==> src/rtl/reg_scoreboard.sv <==
// Register scoreboard: per-GPR in-flight write counters between decode and writeback.
// Optional writeback lookahead (same-cycle forwarding) enabled by defining SCOREBOARD_BYPASS_EN.
module reg_scoreboard #(
  parameter int CNT_W = 2
) (
  input  logic        clock,
  input  logic        reset,
  input  logic        issue_valid,
  input  logic [4:0]  issue_rd,
  output logic        issue_ready,
  input  logic        wb_valid,
  input  logic [4:0]  wb_rd,
  input  logic        flush,
  input  logic [4:0]  rs_addr,
  input  logic [4:0]  rt_addr,
  input  logic        rs_used,
  input  logic        rt_used,
  output logic        stall,
  output logic [31:0] busy_mask,
  output logic        err
);

  localparam logic [CNT_W-1:0] CntMax = '1;
  localparam logic [CNT_W-1:0] CntOne = CNT_W'(1);

  logic [CNT_W-1:0] cnt      [1:31];
  logic [CNT_W-1:0] cntNext  [1:31];
  logic [CNT_W-1:0] cntView  [0:31];
  logic             issueAcc;
  logic             wbAct;
  logic             sameReg;
  logic             underflow;
  logic             rsStall;
  logic             rtStall;
  logic             bypassRs;
  logic             bypassRt;

  // Register 0 is untracked: expose it as a constant-zero entry so lookups need no special case.
  always_comb begin
    cntView[0] = '0;
    for (int i = 1; i < 32; i++) cntView[i] = cnt[i];
  end

  always_comb begin
    issue_ready = !((issue_rd != 5'd0) && (cntView[issue_rd] == CntMax));
`ifdef SCOREBOARD_BYPASS_EN
    if (wb_valid && (wb_rd == issue_rd)) issue_ready = 1'b1;
`endif
  end

  assign issueAcc  = issue_valid && issue_ready && (issue_rd != 5'd0);
  assign wbAct     = wb_valid && (wb_rd != 5'd0);
  assign sameReg   = issueAcc && wbAct && (issue_rd == wb_rd);
  assign underflow = wbAct && !sameReg && (cntView[wb_rd] == '0);

  always_comb begin
    for (int i = 1; i < 32; i++) begin
      cntNext[i] = cnt[i];
      if (issueAcc && (issue_rd == 5'(i)) && !sameReg)
        cntNext[i] = cnt[i] + CntOne;
      else if (wbAct && (wb_rd == 5'(i)) && !sameReg && (cnt[i] != '0))
        cntNext[i] = cnt[i] - CntOne;
    end
  end

`ifdef SCOREBOARD_BYPASS_EN
  // The register file forwards a retiring write, so its last reservation need not stall.
  assign bypassRs = wb_valid && (wb_rd == rs_addr) && (cntView[rs_addr] == CntOne);
  assign bypassRt = wb_valid && (wb_rd == rt_addr) && (cntView[rt_addr] == CntOne);
`else
  assign bypassRs = 1'b0;
  assign bypassRt = 1'b0;
`endif

  assign rsStall = rs_used && (rs_addr != 5'd0) && (cntView[rs_addr] != '0) && !bypassRs;
  assign rtStall = rt_used && (rt_addr != 5'd0) && (cntView[rt_addr] != '0) && !bypassRt;
  assign stall   = rsStall || rtStall;

  always_comb begin
    busy_mask = '0;
    for (int i = 1; i < 32; i++) busy_mask[i] = (cnt[i] != '0);
  end

  // NOTE: the counter array is reset explicitly because reset and flush must drop every
  // reservation; a plain storage array would normally be left unreset.
  always_ff @(posedge clock) begin
    if (reset) begin
      for (int i = 1; i < 32; i++) cnt[i] <= '0;
      err <= 1'b0;
    end else if (flush) begin
      for (int i = 1; i < 32; i++) cnt[i] <= '0;
    end else begin
      for (int i = 1; i < 32; i++) cnt[i] <= cntNext[i];
      if (underflow) err <= 1'b1;
    end
  end

endmodule

==> config.mk <==
export PLATFORM = sky130hd
export DESIGN_NAME = reg_scoreboard
export DESIGN_NICKNAME = d
export VERILOG_FILES = /design/src/rtl/reg_scoreboard.sv
export SDC_FILE = /design/constraint.sdc
export NUM_CORES = 1
export LEC_CHECK = 0
export CORE_ASPECT_RATIO = 1.25
export CORE_MARGIN = 5
export CORE_UTILIZATION = 50
export CTS_CLUSTER_DIAMETER = 60
export DETAILED_ROUTE_END_ITERATION = 16
export PLACE_DENSITY = 0.73
export REMOVE_ABC_BUFFERS = 1
export SLEW_MARGIN = 20
export SYNTH_ARGS = -nofsm -noshare
export SYNTH_HDL_FRONTEND = slang
export SYNTH_SLANG_ARGS = --single-unit
==> constraint.sdc <==
create_clock -name clock -period 8.65 [get_ports clock]
set_input_delay 1.2975 -clock clock [delete_from_list [all_inputs] [get_ports clock]]
set_output_delay 1.2975 -clock clock [all_outputs]
set_load 0.005 [all_outputs]
==> results.yml <==
run_status:
  status: "completed"
worst_setup_path:
  path_buf_inv: 2
  critPathTopFamily: "buffers and inverters"
  slowest_delay_ps: 830
  r2r_start: "cnt[1][27]"
  crit_required_ps: 7350
  cp_slowest_cell: "clkdlybuf4s50_1"
  critPathLaunch: "rs_addr[1]"
  startpoint_type: "input port"
  crit_chain: "clkdlybuf4s50_1 -> mux4_2 -> mux4_2 -> nand2_1 -> o21ai_0 -> o21ai_0 -> clkdlybuf4s50_1"
  arrival_ps: 3970
  cp_max_fo: 11
  end_kind: "output port"
  setup.worst_path.class: "in2out"
timing:
  fin_hold_ws_ps: 488
  tns_ps: 0
  finClkSkew_ps: 8.60
  fin_crit_ps: 5270
  setup_viol: 0
  post-route-period-util: 0.609
  rsz0062_at_grt: "no"
  fmax_mhz: 190
  relSlewSlack: 0.495
  finalHoldViolations: 0
  worstMarginPinSlew_ps: 755
  final_max_slew_viol_count: 0
clock_tree:
  cts_setup_buffers: 0
  htree_levels: 3
  clock_path_buffers: 2
  clkTransAtPathRegs_ps: 50
  cts_tree: "built"
  cts_root_buf: "clkbuf_16"
  clock_latency_ps: 340
  cts_hold_buf: 0
  cts_inserted_buffers: 9
  cts_resized: 0
  clock-sinks: 63
cells_and_area:
  final_util: 0.592
  num_antenna_cells: 0
  drive_gt1_frac: 0.0978
  fill_cells: 935
  area_growth_pct: 15.9
  nNetsFinal: 656
  fin_cells: 766
power_and_ir_drop:
  peakVddDrop_mv: 0.0997
  powerDensity_mw_per_mm2: 164
  leakagePower_nw: 2.34
  p_total_mw: 1.03
logic_synthesis:
  netlist_area_sq_mm: 0.00542
  synthArstFlopShare: 0
  synth_top_area_cell: "edfxtp_1"
  netlist_instances: 597
  synth-edff-count: 62
  netlist_top_cells_count: "nor2_1, nand2_1, edfxtp_1"
  synth_top_cells_by_area: "edfxtp_1, mux4_2, nor2_1"
  netlist.area_leader.share: 0.343
  synth.most_common_cell: "nor2_1"
  yosys_register_bits: 63
  yosysWarnings: 0
  synth_top_flop_cell: "edfxtp_1"
  yosysUniqueCellTypes: 56
  postSynthAreaPerCell_sq_um: 9.09
  ys_seq_area_frac: 0.347
worst_hold_path:
  hold_class: "reg2reg"
  holdCritStartpoint: "err"
job:
  maxCapViolCount: 0
die:
  rows: 42
  io_pins: 62
  dieArea_sq_mm: 0.0130
  start_util: 0.511
  coreArea_sq_mm: 0.0106
  fp.dieH_microns: 126
  die_w_microns: 103
drt:
  ant_nets: 0
  viasPerCell: 6.77
  wl_per_cell_microns: 22.8
  drt_iter0_drc: 655
  via_count: 5186
  finalWirelength_microns: 17400
  dr.pass1.iters: 6
  drc: 0
global_route:
  grt_max_degree: 59
  grt_antenna_before_repair: 0
  grt_usage: 0.269
  grt-ovfl-total: 0
  grt_first_pass_wirelength_microns: 27000
  grt_pass1_vias: 4983
placed_design:
  place.gp.congestion: 0.961
  dpl.cell_count: 750
  dpl.hpwl_microns: 12600
  io_buffers: 60
## where the power goes
| part | switching, mW | internal, mW | leakage (nW) | total [mW] |
|---|---|---|---|---|
| logic | 0.159 | 0.133 | 1.52 | 0.292 |
| registers | 0.0305 | 0.369 | 0.689 | 0.400 |
| clock network | 0.128 | 0.209 | 0.134 | 0.337 |
| total | 0.318 | 0.711 | 2.34 | 1.03 |
## registers in the layout, summed over array words and instances, names as in the netlist
signal	count
cnt	62
err	1
## metrics by stage
step	setup slack, ps	cell area, sq um
6_report	3380	6290
2_1_floorplan	4820	5210
4_1_cts	3370	6290
3_3_place_gp	3470	6020
5_1_grt	3270	6290
3_5_place_dp	3370	6020
## worst reg2reg max path: cells and delay by family (launching register included)
family / cells / cell delay (ps)
flip-flops: 1 / 460
AND/OR/NAND/NOR: 2 / 860
AO/OA/AOI/OAI: 3 / 630
multiplexers: 1 / 540
buffers and inverters: 1 / 420
## cells by family (layout without fill, tap and decap cells)
logic type	count (synthesis)	after routing	synth area share
flip-flops	63	63	0.347
AO/OA/AOI/OAI	117	117	0.150
XOR/XNOR	22	22	0.0355
other	1	1	0.000691
buffers and inverters	77	114	0.0623
multiplexers	56	56	0.171
AND/OR/NAND/NOR	261	261	0.233
## worst paths after layout
path,end,slack (ps),depth (start not counted)
worst max-delay path,stall,3380,7
worst min-delay path,err,490,2
worst max register to register,cnt[1][5],5380,7
worst min register to register,err,490,2
## cell type report
class	instances	area (sq um)	area share
clock inverter	1	5.00	0.000796
multi-input combinational	457	3210	0.510
timing repair buffer	65	638	0.101
inverter	33	124	0.0197
tap	132	165	0.0263
clock buffer	15	268	0.0426
sequential	63	1880	0.299
## layer usage
layer | GRT usage | share of wire | routed length, microns | vias up
li1 | - | - | - | 2290
met2 | 0.414 | 0.46 | 8010 | 408
met4 | 0.118 | 0.041 | 721 | 0
met1 | 0.364 | 0.38 | 6690 | 2433
met3 | 0.0560 | 0.11 | 2000 | 55
met5 | 0 | 0 | 0 | -
## cell usage in the layout, fill, tap and decap left out, types with 3 or more instances in the layout
cell type,instances
and3_1,3
o21ai_0,22
o211ai_1,6
edfxtp_1,62
buf_4,5
xor2_1,11
or4_1,10
or3_1,19
or2_2,9
nor2_1,77
o311ai_0,17
clkbuf_16,9
clkdlybuf4s50_1,60
a22oi_1,6
a21o_1,3
clkbuf_1,4
o31ai_1,15
a311o_1,4
mux2i_1,25
nand3_1,27
inv_1,33
a21oi_1,24
nor3b_1,4
mux4_2,28
nor2b_1,11
nand2_1,63
xnor2_1,11
o21a_1,3
nand4_1,5
a221oi_1,3
nand2b_1,13
nor3_1,11
Power figures use the tool's default switching activity.
